### src/rtl/onehot_decoder_stream.sv
// Streaming binary-to-one-hot decoder with a registered 2-entry output FIFO and a delivered-word counter.
// One cycle of latency when empty; in_ready depends only on occupancy, so a full buffer never passes input straight through.
module onehot_decoder_stream #(
  parameter int N     = 3,
  parameter int CNT_W = 16
) (
  input  logic               clk,
  input  logic               rst_n,
  input  logic               in_valid,
  output logic               in_ready,
  input  logic [N-1:0]       in_code,
  output logic               out_valid,
  input  logic               out_ready,
  output logic [2**N-1:0]    out_onehot,
  output logic [N-1:0]       out_code,
  output logic [CNT_W-1:0]   count,
  output logic               busy
);

  localparam int W = 2**N;

  localparam logic [1:0] S_EMPTY = 2'd0;
  localparam logic [1:0] S_ONE   = 2'd1;
  localparam logic [1:0] S_FULL  = 2'd2;

  logic [1:0]       r_state;
  logic [N-1:0]     r_code_h;
  logic [N-1:0]     r_code_t;
  logic [W-1:0]     r_oh_h;
  logic [W-1:0]     r_oh_t;
  logic [CNT_W-1:0] r_count;

  logic             w_acc;
  logic             w_del;
  logic [W-1:0]     w_oh_new;

  assign w_oh_new   = {{(W-1){1'b0}}, 1'b1} << in_code;

  assign in_ready   = rst_n && (r_state != S_FULL);
  assign out_valid  = (r_state != S_EMPTY);
  assign busy       = out_valid;
  assign w_acc      = in_valid && in_ready;
  assign w_del      = out_valid && out_ready;

  // Head registers are cleared whenever the buffer empties, so an idle output reads as zero.
  assign out_onehot = r_oh_h;
  assign out_code   = r_code_h;
  assign count      = r_count;

  always_ff @(posedge clk) begin
    if (!rst_n) begin
      r_state  <= S_EMPTY;
      r_code_h <= '0;
      r_code_t <= '0;
      r_oh_h   <= '0;
      r_oh_t   <= '0;
      r_count  <= '0;
    end else begin
      if (w_del) begin
        r_count <= r_count + {{(CNT_W-1){1'b0}}, 1'b1};
      end
      case (r_state)
        S_EMPTY: begin
          if (w_acc) begin
            r_code_h <= in_code;
            r_oh_h   <= w_oh_new;
            r_state  <= S_ONE;
          end
        end
        S_ONE: begin
          if (w_acc && w_del) begin
            r_code_h <= in_code;
            r_oh_h   <= w_oh_new;
          end else if (w_acc) begin
            r_code_t <= in_code;
            r_oh_t   <= w_oh_new;
            r_state  <= S_FULL;
          end else if (w_del) begin
            r_code_h <= '0;
            r_oh_h   <= '0;
            r_state  <= S_EMPTY;
          end
        end
        S_FULL: begin
          if (w_del) begin
            r_code_h <= r_code_t;
            r_oh_h   <= r_oh_t;
            r_state  <= S_ONE;
          end
        end
        default: begin
          r_code_h <= '0;
          r_oh_h   <= '0;
          r_state  <= S_EMPTY;
        end
      endcase
    end
  end

endmodule

### config.mk
export PLATFORM = sky130hd
export DESIGN_NAME = onehot_decoder_stream
export DESIGN_NICKNAME = d
export VERILOG_FILES = /design/src/rtl/onehot_decoder_stream.sv
export SDC_FILE = /design/constraint.sdc
export NUM_CORES = 1
export LEC_CHECK = 0
export BUFFER_PORTS_ARGS = -buffer_cell sky130_fd_sc_hd__buf_4
export CAP_MARGIN = 0
export CORE_UTILIZATION = 54
export DETAILED_ROUTE_END_ITERATION = 12
export PLACE_DENSITY = 0.77
export SYNTH_ARGS = -nofsm -noshare
export SYNTH_HDL_FRONTEND = slang
export SYNTH_SLANG_ARGS = --single-unit
### constraint.sdc
create_clock -name clk -period 1.5 [get_ports clk]
set_input_delay 0.3 -clock clk [delete_from_list [all_inputs] [get_ports clk]]
set_output_delay 0.3 -clock clk [all_outputs]
set_load 0.1 [all_outputs]
# Word-level counts from Yosys, hierarchy flattened

Index checks and enable logic that the tools add are counted.
Widths: inputs -> output; s select.

Register bits: 40
Latch bits: 0
Memory bits (writable): 0
Memory bits (read-only): 0
Output and inout port bits: 30
Memories: 0

$add $sub $neg: 1
Multipliers: 0
Div/mod/pow operators: 0
Magnitude comparators: 0
Equality and inequality tests: 9
Shifts and indexed selects: 1
Mux-type cells: 18
Bitwise logic cells: 1
Reductions and logical operators: 9

Operators by type and width:

| kind                  | count |
|---|---|
| $mux 8                | 5 |
| $pmux 8 s3            | 1 |
| $add 16x1->16 const B | 1 |
| $mux 3                | 5 |
| $mux 2                | 5 |
| $ne 3x3->1 const B    | 3 |
| $pmux 3 s3            | 1 |
| $ne 2x2->1 const B    | 4 |
| $reduce_and 4->1      | 2 |
| $shl 1x3->8 const A   | 1 |
| $pmux 2 s3            | 1 |
| $logic_and 1x1->1     | 4 |
| $reduce_and 3->1      | 1 |
| $eq 2x1->1 const B    | 1 |
| $eq 2x2->1 const B    | 1 |
| $logic_not 2->1       | 1 |
| $reduce_bool 2->1     | 1 |
| $not 1->1             | 1 |

# Depth between registers and ports, before layout

Gate-level depths: netlist of run 1.

Depth after elaboration: 6
Depth in mapped cells: 6
Depth with buffers taken out: 5

# Worst setup path after synthesis of run 1

OpenSTA, ideal clock, no wires.

Path type: reg2out
Start point: register r_state[1]
End point: output in_ready
Arrival: 1933 ps
Data required time: 1200 ps
Setup slack: -733 ps
Cell stages (with the launch flop): 4
Buffers on the path: 1
Cells stage by stage: dfxtp_1 nor2b_1 buf_2 nor2b_1

Longest elaborated chain between the ends: 2

Ends and longest elaborated chain:

| element                | RTL line | RTL |
|---|---|---|
| start, declared        | 26       | `logic [1:0] r_state;` |
| start signal, assigned | 52       | `r_state <= S_EMPTY;` |
| start signal, assigned | 67       | `r_state <= S_ONE;` |
| start signal, assigned | 77       | `r_state <= S_FULL;` |
| $ne 2x2->1             | 39       | `assign in_ready = rst_n && (r_state != S_FULL);` |
| $logic_and 1x1->1      | 39       |  |
| end, declared          | 10       | `output logic in_ready,` |

No other way between the ends.

# Worst setup path in the final report of run 1

Start point: register r_state[0]
End point: output out_valid

Longest elaborated chain between the ends: 1

Ends and longest elaborated chain:

| element           | RTL line | RTL |
|---|---|---|
| $reduce_bool 2->1 | 40       | `assign out_valid = (r_state != S_EMPTY);` |
| end, declared     | 12       | `output logic out_valid,` |

No other way between the ends.

==> impl_summary.md, run 1 <==
Synth
Counting flops and latches in the post-synthesis netlist gives 40. The total standard cell area after synthesis is around 1900 um^2. Dividing the synthesized area by the synthesized cell count gives ~9.4 um^2. The number of warnings issued by yosys is 0. Counting distinct cell types in the post-synthesis netlist gives 46. Of all cell types, the one taking the most synthesized area is sky130_fd_sc_hd__dfxtp_1. The share of the Yosys chip area taken by registers is 41.9%. Sorting the synthesized cells by area gives the leading types as sky130_fd_sc_hd__dfxtp_1, sky130_fd_sc_hd__nand2_1, sky130_fd_sc_hd__a21boi_1. The proportion of netlist area held by the largest area contributor is approximately two fifths. The number of instances in the synthesized netlist is 203. The post-synth net total is between 200 and 250.

Timing
The total count of max-transition violations in the final report is 0. On the final layout, the worst hold slack is approximately 220 ps. The final number of setup-violating endpoints is 3. The worst-case headroom to the max-slew limit is 76.4%. Setup repair after global routing could not meet its margin everywhere.

The worst-case setup margin in the final layout is -91.6 ps. The routed design could run at a clock period as short as between 1500 and 2000 ps. The final worst clock skew is approximately 14 ps. At the pin with the least slew margin, the transition time is 353 ps. After layout, the worst path uses 106% of the clock period. The maximum operating frequency is roughly 630 MHz. The total count of hold-check failures in the final report is 0.

Power and ir drop
The power share of the sequential group is between 50% and 60%. Net switching is 30.8% of the power. Summed over all cells, the static leakage comes to 0.982 nW. For this design the ratio of total power to cell area is approximately 840 nW/um^2.

The switching power is between 600 and 700 uW. The cell-internal power is around 1.4 mW. The peak supply drop is ~0.6 mV.

The part of the power in combinational logic is between 15 and 20%. The clock group share of total power is approximately 28%.

Floorplanning
The I/O pin total is 37. After floorplanning, the core was sized to cover ~3400 um^2. From left edge to right edge, the die measures 61.5 um. The initial core utilization is between 50 and 60%.

The floorplan step defined a die boundary enclosing 3780 um^2. Measured along the y axis, the die boundary spans 61.5 um. The floorplan has 21 rows.

Placed design
At the end of routability-driven placement, the weighted congestion stood at between 0.8 and 0.9. Including well taps, the total number of placed cells is 280. Before CTS, the worst setup slack after placement is approximately 32 ps. The count of port buffers added during placement is 36. The detailed-placement wirelength estimate is about 2900 um.

Worst setup path
The launching element type of the critical path is a flop. Of all nets on the critical path, the largest fanout is 3. Data on the critical path is required at its endpoint by 1200 ps. The data arrival time of the critical path is roughly 1300 ps. The endpoint class of the critical path is an output pin. For flop-to-flop paths, the worst setup slack is approximately 40 ps. The category of the most critical setup path is reg2out.

Final layout
The relative area change from synthesis to final layout is 28.4%. The final cell count without fillers is roughly 290. Leaving out fill and tap cells, the most frequent cells in the layout are sky130_fd_sc_hd__buf_4, sky130_fd_sc_hd__nand2_1, sky130_fd_sc_hd__dfxtp_1.

The total of fill cells in the finished design is between 200 and 300. The commonest non-fill, non-tap cell in the layout is sky130_fd_sc_hd__buf_4. Cells with a size suffix above 1 make up 36.6% of the layout. After the last flow step, the layout net total stands at between 200 and 300. 0 antenna diodes ended up in the layout.

Clock network
The largest buffer count on any clock path is 2. TritonCTS built the clock tree. The buffer cell driving the clock tree root is sky130_fd_sc_hd__clkbuf_4. The TritonCTS buffer count is 5. For this design, the CTS-stage hold fixing added 0 buffers. In this run the number of H-tree levels came out at 2. For this design, the sink count on the clock tree is 40.

The source-to-sink clock delay at the later pin of the worst-skew pair is 360 ps. After clock tree synthesis, the clock-pin slew on the worst setup and hold paths is roughly 120 ps.

Detailed routing
The count of TritonRoute iterations in the first routing pass is 4. The routed layout has about 1,600 vias. The DRC marker count from the first detailed-route iteration is between 100 and 150.

The count of unresolved DRC violations after routing is 0. After detailed routing, the average wire length per cell comes to approximately 14 um. After detailed routing, the total wire length is slightly above 4000 um. Dividing the detail-routed via count by the number of cells gives around 5.5. The number of routed nets with antenna violations is 0.

Global routing
The total global routing track utilization is between 20% and 30%. The remaining global-route overflow is 0. The maximum number of pins on one net before global-route repair is 25. The global-route wire length before repair is just over 6000 um.

The initial antenna violation count is 0. The number of global-route vias before repair came to 1,367.

Outcome
The flow ran to the end, but the final reports show violations. The final reports fail on setup timing.

Flow run
The number of max-capacitance violations reported is 0.

Worst hold path
The type of the tightest min-delay check is in2reg.
## metrics by stage
stage                     power [mW]  cell area [um^2]  setup TNS, ps  utilization [%]
after floorplan                 1.40              1980          -1210                -
after global placement          1.46              2270              0             67.4
after detailed placement        1.46              2270              0             67.4
after CTS                       2.06              2410           -250             71.5
after global routing            2.15              2450           -436             72.9
final                           2.06              2450           -230             72.9
## final timing paths
| check | start | to | depth (start not counted) |
|---|---|---|---|
| min reg2reg | r_oh_t[5] | r_oh_t[5] | 2 |
| max | r_state[0] | out_valid | 4 |
| max reg2reg | r_state[0] | out_code[1] | 5 |
| min | rst_n | r_state[1] | 2 |
## routing by layer
layer | track usage, % | routed length (um) | vias up
li1 | - | - | 810
met3 | 8.19 | 166 | 9
met4 | 8.25 | 88 | 0
met1 | 31.7 | 1930 | 744
met5 | 0 | 0 | -
met2 | 33.9 | 1920 | 40
## what timing repair did
action	CTS	global route
pin swaps	2	4
buffers inserted	3	1
gates resized for setup	15	8
cloned	0	0
setup endpoints to repair	3	24
## critical path, stage by stage (launching register included)
cell                         delay (ps)
sky130_fd_sc_hd__dfxtp_4            360
sky130_fd_sc_hd__buf_6              110
sky130_fd_sc_hd__nor2_4             100
sky130_fd_sc_hd__clkinvlp_4         160
sky130_fd_sc_hd__buf_12             200
## synthesized netlist by cell type, drive strengths merged
cell type / count
a32oi: 3
a21boi: 11
xnor2: 6
nor2b: 10
o21a: 2
a21oi: 1
nand4: 4
dfxtp: 40
o2111a: 1
nor3: 6
ha: 1
nor3b: 2
nor2: 5
nand3: 9
buf: 7
o2bb2ai: 8
nand2b: 3
and3: 2
mux2i: 7
clkbuf: 6
a211o: 1
and2: 13
nand4b: 1
o21ai: 3
xor2: 5
o22ai: 1
o2111ai: 1
inv: 2
a22oi: 5
nand2: 27
a222oi: 3
nor4: 3
nand3b: 4
## logic make-up after synthesis
family          count (synthesis)  synth area share (%)
fa+ha+maj                       1                 0.655
compound gates                 40                  17.2
mux                             7                  3.67
simple gates                   89                  26.7
flops                          40                  41.9
buf+inv                        15                  4.85
xor+xnor                       11                  5.05
## layout make-up
type | instances | area, um^2 | share of cell area, %
clock inverter | 2 | 10.0 | 0.408
tap | 46 | 57.6 | 2.35
timing repair buffer | 48 | 402 | 16.4
sequential | 40 | 843 | 34.4
inverter | 2 | 11.3 | 0.459
clock buffer | 6 | 51.3 | 2.09
multi-input combinational | 148 | 1080 | 43.9
## flip-flops by register name, summed over array words and instances (netlist names)
name,count
r_code_t,3
r_oh_t,8
out_onehot,8
out_code,3
r_state,2
count,16
## power groups by stage
stage	Combinational [mW]	Clock (mW)	Sequential, mW
2_1_floorplan	0.202	0	1.20
5_1_grt	0.423	0.648	1.08
4_1_cts	0.391	0.584	1.08
3_3_place_gp	0.349	0	1.11
6_report	0.404	0.575	1.08
3_5_place_dp	0.354	0	1.11
No activity file was read; power rests on OpenSTA's default activity.
==> run 2: changes to the inputs <==
- ABC_CLOCK_PERIOD_IN_PS: unset -> 1500
- CORE_MARGIN: unset -> 3
==> impl_summary.md, run 2 (synthesis results as in run 1) <==
Outcome
The run finished, with violations left. The final reports fail on setup timing.

Global routing
Global routing used roughly 22% of the available tracks. The number of global-route vias before repair came to 1,556. The initial antenna violation count is 0. Entering global routing, the biggest net connects 20 pins. The global-route wire length before repair is approximately 7300 um. The remaining global-route overflow is 0.

Power and ir drop
The cell-internal power is 1.49 mW. Registers are responsible for 50.2% of the overall power. The design draws 2.15 mW. The leakage power of the design is about 1.0 nW. IR analysis of the VDD net gives a maximum drop of 0.910 mV. The analysis attributes to net switching a power of 662 uW. Per report_power, the clock group accounts for roughly 30% of the total.

Net switching is 30.8% of the power. The part of the power in combinational logic is just under 20%. The power density normalized to cell area is between 800 and 900 nW/um^2.

Clock network
The level count of the clock H-tree is 2. CTS saw 40 sinks. After clock tree synthesis, the clock-pin slew on the worst setup and hold paths is around 120 ps. The clock tree from TritonCTS is yes. In this run, CTS created clock tree buffers numbering 5. The source-to-sink clock delay at the later pin of the worst-skew pair is approximately 360 ps. The largest buffer count on any clock path is 2.

The quantity of hold-fixing buffers added after cts is 0. The buffer cell driving the clock tree root is sky130_fd_sc_hd__clkbuf_4.

Timing
The maximum operating frequency is 621 MHz. The total count of max-transition violations in the final report is 0. The total count of hold-check failures in the final report is 0. Setup repair after global routing could not meet its margin everywhere. The slew at the pin closest to its max-slew limit is ~380 ps. In this run the tightest slew margin relative to its limit is 74.7%.

On the final layout, the worst clock skew is approximately 12 ps. The final worst-path cycle share is 107%. The worst-case setup margin in the final layout is -111 ps. After layout, the minimum clock period comes to 1610 ps.

The final number of setup-violating endpoints is 3.

Placed design
The count of port buffers added during placement is 36. The instance area at placement is 2260 um^2. Prior to clock tree synthesis, the placed netlist has a worst setup slack of approximately 65 ps. Summed over all nets, the half-perimeter wirelength after detailed placement is between 3000 and 4000 um. The congestion estimate from routability-driven global placement came to ~0.9.

Floorplanning
The y dimension of the die is between 60 and 70 um. The site row count is 20. The die is 65.5 um wide.

The initial core utilization is 59.6%. The placeable core area is 3200 um^2. The die area is approximately 4300 um^2. The I/O pin total is 37.

Final layout
The post-route netlist has 39.4% of its cells at a drive strength greater than 1. Leaving out fill and tap cells, the most frequent cell in the layout is sky130_fd_sc_hd__buf_4. The count of antenna diodes in the layout is 0. The relative area change from synthesis to final layout is 31.3%.

In the layout the commonest cells are sky130_fd_sc_hd__buf_4, sky130_fd_sc_hd__nand2_1, sky130_fd_sc_hd__dfxtp_1. The post-layout net count is roughly 260. The finished cells cover roughly 2500 um^2.

The flip-flop count of the largest register after layout is 16. The layout has around 240 filler cells.

Detailed routing
The DRC marker count from the first detailed-route iteration is ~130. After detailed routing, the average wire length per cell comes to ~15 um. The number of routed nets with antenna violations is 0.

The via density per instance is approximately 5.7. The number of vias in the routed layout is between 1,500 and 2,000. The count of TritonRoute iterations in the first routing pass is 4. For this run, design rule violations remaining after detail routing come to 0. The total wire length is around 4400 um.

Worst setup path
The critical path required time is roughly 1200 ps. Counting cells, the worst reg-to-reg path comes to 6. The worst register-to-register path ends at count[5]. STA classifies the critical path startpoint as a flop.

The slack of the worst reg-to-reg path is approximately 20 ps. The category of the most critical setup path is reg2out. On the worst path, the slowest cell contributes a delay of between 300 and 400 ps. The data arrival time of the critical path is 1310 ps. The worst register-to-register path begins at r_state[1]. On the critical path, the stage with the largest delay is an instance of sky130_fd_sc_hd__dfxtp_2.

The endpoint class of the critical path is an output pin. Along the worst path, the maximum fanout reaches 3. Walking the worst path, the cells encountered are buf_6, nor2_4, clkinvlp_4, buf_12.

Worst hold path
The worst hold path begins at in_code[0]. The hold-critical path endpoint is r_code_t[0]. The worst hold path passes through 3 cells.

The path class of the tightest hold or removal check is in2reg.

Flow run
The number of max-capacitance violations reported is 0.
## run 2: layout make-up
class / count / area [um^2] / share of cell area, %
well taps: 44 / 55.1 / 2.20
multi-input cells: 148 / 1100 / 43.9
repair buffers: 51 / 425 / 17.0
clock buffers: 6 / 62.6 / 2.50
flip-flops and latches: 40 / 841 / 33.5
clock inverters: 2 / 11.3 / 0.449
inverters: 2 / 11.3 / 0.449
## run 2: power groups by stage
stage	Clock (mW)	Sequential (mW)	Combinational (mW)
after detailed placement	0	1.11	0.360
after global placement	0	1.11	0.353
after global routing	0.725	1.08	0.441
after CTS	0.665	1.08	0.388
final	0.653	1.08	0.418
after floorplan	0	1.20	0.202
## run 2: routing by layer
metal,wire (um),global-route usage [%],up-vias,part of all wire (%)
li1,-,-,814,-
met1,2040,30.2,794,46
met2,2010,34.0,58,46
met3,304,6.32,6,6.9
met4,62,6.99,0,1.4
met5,0,0,-,0
## run 2: repair_timing
action | 4_1_cts | 5_1_grt
resized for setup | 12 | 17
setup endpoints to repair | 3 | 34
pin swaps | 2 | 8
setup buffers | 3 | 6
gates cloned | 0 | 0
## run 2: critical path, delay by kind of cell (launching register included)
kind                   cells  cell delay [ps]
buffers and inverters      3              500
DFF                        1              340
and+or+nand+nor            1              120
## run 2: worst max-delay path by stage
stage,from,to,slack [ps]
after floorplan,r_state[0],out_valid,-180
after global placement,r_state[0],count[10],120
after detailed placement,out_ready,r_oh_t[7],60
after CTS,r_state[0],out_valid,-130
after global routing,r_state[0],out_valid,-180
final,r_state[0],out_valid,-110
## run 2: stage by stage
stage / hold WS, ps / TNS, ps / util (%) / std cells
floorplan: 430 / -1210 / - / 203
detailed placement: 448 / 0 / 70.5 / 277
CTS: 211 / -368 / 74.9 / 288
finish: 221 / -235 / 78.3 / 293
global route: 207 / -815 / 78.3 / 293
global placement: 437 / 0 / 70.5 / 277
==> run 3: changes to the inputs <==
- CELL_PAD_IN_SITES_DETAIL_PLACEMENT: unset -> 0
- CELL_PAD_IN_SITES_GLOBAL_PLACEMENT: unset -> 1
- CORE_UTILIZATION: 54 -> 41
==> impl_summary.md, run 3 (synthesis results as in run 1) <==
Timing
The final worst-path cycle share is 104%. After routing, the total negative slack on setup checks comes to -168 ps. Setup repair after global routing could not meet its margin everywhere. At the pin with the least slew margin, the transition time is between 300 and 400 ps. The final worst hold slack is 300 ps.

The final critical-path required period is around 1600 ps. The total count of max-transition violations in the final report is 0. Measured against its own limit, the worst slew margin works out to about 77%. The maximum operating frequency is about 640 MHz. The total count of hold-check failures in the final report is 0. Setup slack on the critical path of the routed design comes to -62.3 ps. The final number of setup-violating endpoints is 3. The final worst clock skew is 3.51 ps.

Clock network
The TritonCTS buffer count is 5. The clock passes through at most 2 buffers. The buffer cell driving the clock tree root is sky130_fd_sc_hd__clkbuf_8.

For this design, the sink count on the clock tree is 40. The quantity of hold-fixing buffers added after cts is 0. The clock tree synthesis step divided the H-tree into 2 levels. At the later pin of the worst-skew pair, clock insertion delay measures approximately 280 ps.

The clock input transition at the sequential cells of the worst setup and hold paths is around 80 ps. TritonCTS built the clock tree.

Power and ir drop
The switching power is approximately 650 uW. The cell-internal power is between 1.5 and 2 mW. Sequential cells burn 47.6% of the power. The power density normalized to cell area is 908 nW/um^2. The design draws between 2 and 2.5 mW. The part of the power in combinational logic is between 15 and 20%. The peak supply drop is around 0.43 mV. Net switching is roughly 28% of the power. In this run the static leakage power is between 1 and 1.5 nW. The clock group share of total power is 34.8%.

Detailed routing
The count of unresolved DRC violations after routing is 0. The number of vias in the routed layout is between 1,500 and 2,000. After detailed routing, the number of vias per cell comes to 5.41. In the final routed layout, each cell accounts on average for around 15 um.

The count of TritonRoute iterations in the first routing pass is 4. After detailed routing, the total wire length is approximately 4400 um. The number of routed nets with antenna violations is 0. The DRC marker count from the first detailed-route iteration is between 90 and 100.

Final layout
The ratio of cells with drive above 1 in the final layout is a little over a third. The total of fill cells in the finished design is around 400. The multi-input combinational cells in the finished layout cover a total of 1060 um^2.

The flip-flop count of the largest register after layout is 16. Leaving out fill and tap cells, the most frequent cell in the layout is sky130_fd_sc_hd__buf_4. The relative area change from synthesis to final layout is 31.2%. The post-layout net count is 256. 0 antenna diodes ended up in the layout. The top cell types in the final layout, fill and taps aside, are sky130_fd_sc_hd__buf_4, sky130_fd_sc_hd__nand2_1, sky130_fd_sc_hd__dfxtp_1. The total area of sequential cells is 841 um^2. The core occupancy in the finished layout is about 57%.

Global routing
The met1 track demand over resource in global routing is about a quarter. In the global route stage, met3 resource usage came out at 4.73%. In the global route stage, met2 resource usage came out at around a quarter.

met2 is the most crowded layer. Summed over all layers, the global routing overflow is 0. The number of global-route vias before repair is 1,558.

The maximum number of pins on one net before global-route repair is 20. Global routing consumed, over all layers together, between 15 and 20% of the routing resources. The first global-routing pass estimated between 7000 and 8000 um of wire. The initial antenna violation count is 0.

Worst setup path
The reg-to-reg startpoint is r_state[1]. The data arrival time of the critical path is about 1300 ps. The endpoint class of the critical path is an output pin. The slack of the worst reg-to-reg path is about 30 ps. The critical path required time is 1200 ps. The category of the most critical setup path is reg2out. The capturing point of the worst reg2reg path is out_onehot[7]. In this run the worst path has a maximum fanout of 4. The worst setup path is launched from a flop.

The number of cell instances on the worst register-to-register path is 5.

Floorplanning
The die outline width is roughly 74 um. The initial utilization of the core area, before any placement, comes to between 40% and 50%. The placeable core area is 4410 um^2. The site row count is 24.

The die area is roughly 5500 um^2. The I/O pin total is 37. The die is 74.2 um tall.

Worst hold path
The worst hold path passes through 3 cells. The path class of the tightest hold or removal check is in2reg. For hold timing, the worst endpoint is r_code_t[2]. The startpoint of the worst hold path is in_code[2].

Outcome
The flow ran to the end, but the final reports show violations. The final reports fail on setup timing.

Flow run
Across the run, the number of max-cap violations was 0.

Placed design
The placer's final routability congestion estimate is approximately 0.86. Detailed placement ended at an HPWL of around 3100 um. Port buffering added 36 buffers.
run 3: cell types whose count changed in the layout (fill, tap and decap cells not counted), sizes merged:
cell | previous run | this run
and3 | 2 | 3
buf | 51 | 50
clkbuf | 6 | 7
inv | 2 | 1
run 3: power by group through the flow:
stage                     sequential (mW)  combinational (mW)  clock [mW]
after floorplan                      1.20               0.202           0
after global placement               1.11               0.359           0
after detailed placement             1.11               0.364           0
after CTS                            1.08               0.395       0.819
after global routing                 1.08               0.426       0.869
final                                1.08               0.402       0.790
run 3: worst max path at each step:
stage          slack, ps  startpoint   endpoint  depth (start not counted)
2_1_floorplan       -180  r_state[0]  out_valid                          4
4_1_cts              -70  r_state[0]  out_valid                          4
5_1_grt             -120  r_state[0]  out_valid                          4
6_report             -60  r_state[1]   in_ready                          4
3_3_place_gp          70  r_state[1]   in_ready                          4
3_5_place_dp          20  r_state[1]   in_ready                          4
run 3: layout make-up:
class	count	area share, %
multi-input combinational	149	42.3
sequential	40	33.6
timing repair buffer	50	17.0
clock buffer	7	3.90
tap	52	2.60
inverter	2	0.450
clock inverter	1	0.200
run 3: per-stage QoR:
step                instances  cell area (um^2)  setup WS [ps]
global placement          287              2290           69.6
global route              301              2500           -116
CTS                       299              2480          -69.2
finish                    301              2500          -62.3
floorplan                 203              1980           -177
detailed placement        287              2290           22.9
run 3: worst max-delay path, cell delays in order, from the launching register on:
cell	delay, ps
sky130_fd_sc_hd__dfxtp_4	370
sky130_fd_sc_hd__nor2b_2	170
sky130_fd_sc_hd__buf_4	140
sky130_fd_sc_hd__nor2b_4	120
sky130_fd_sc_hd__buf_12	180
run 3: routing by layer:
metal  vias up  part of all wire (%)
li1        811                     -
met1       770                    49
met2        43                    45
met3         4                   4.6
met4         0                  0.81
met5         -                     0
run 3: repair_timing:
action                                  in CTS  in global routing
setup buffers                                4                  1
gates resized for setup                     13                  3
pin swaps                                    1                  4
gates cloned                                 0                  1
endpoints found under the setup margin       3                 31
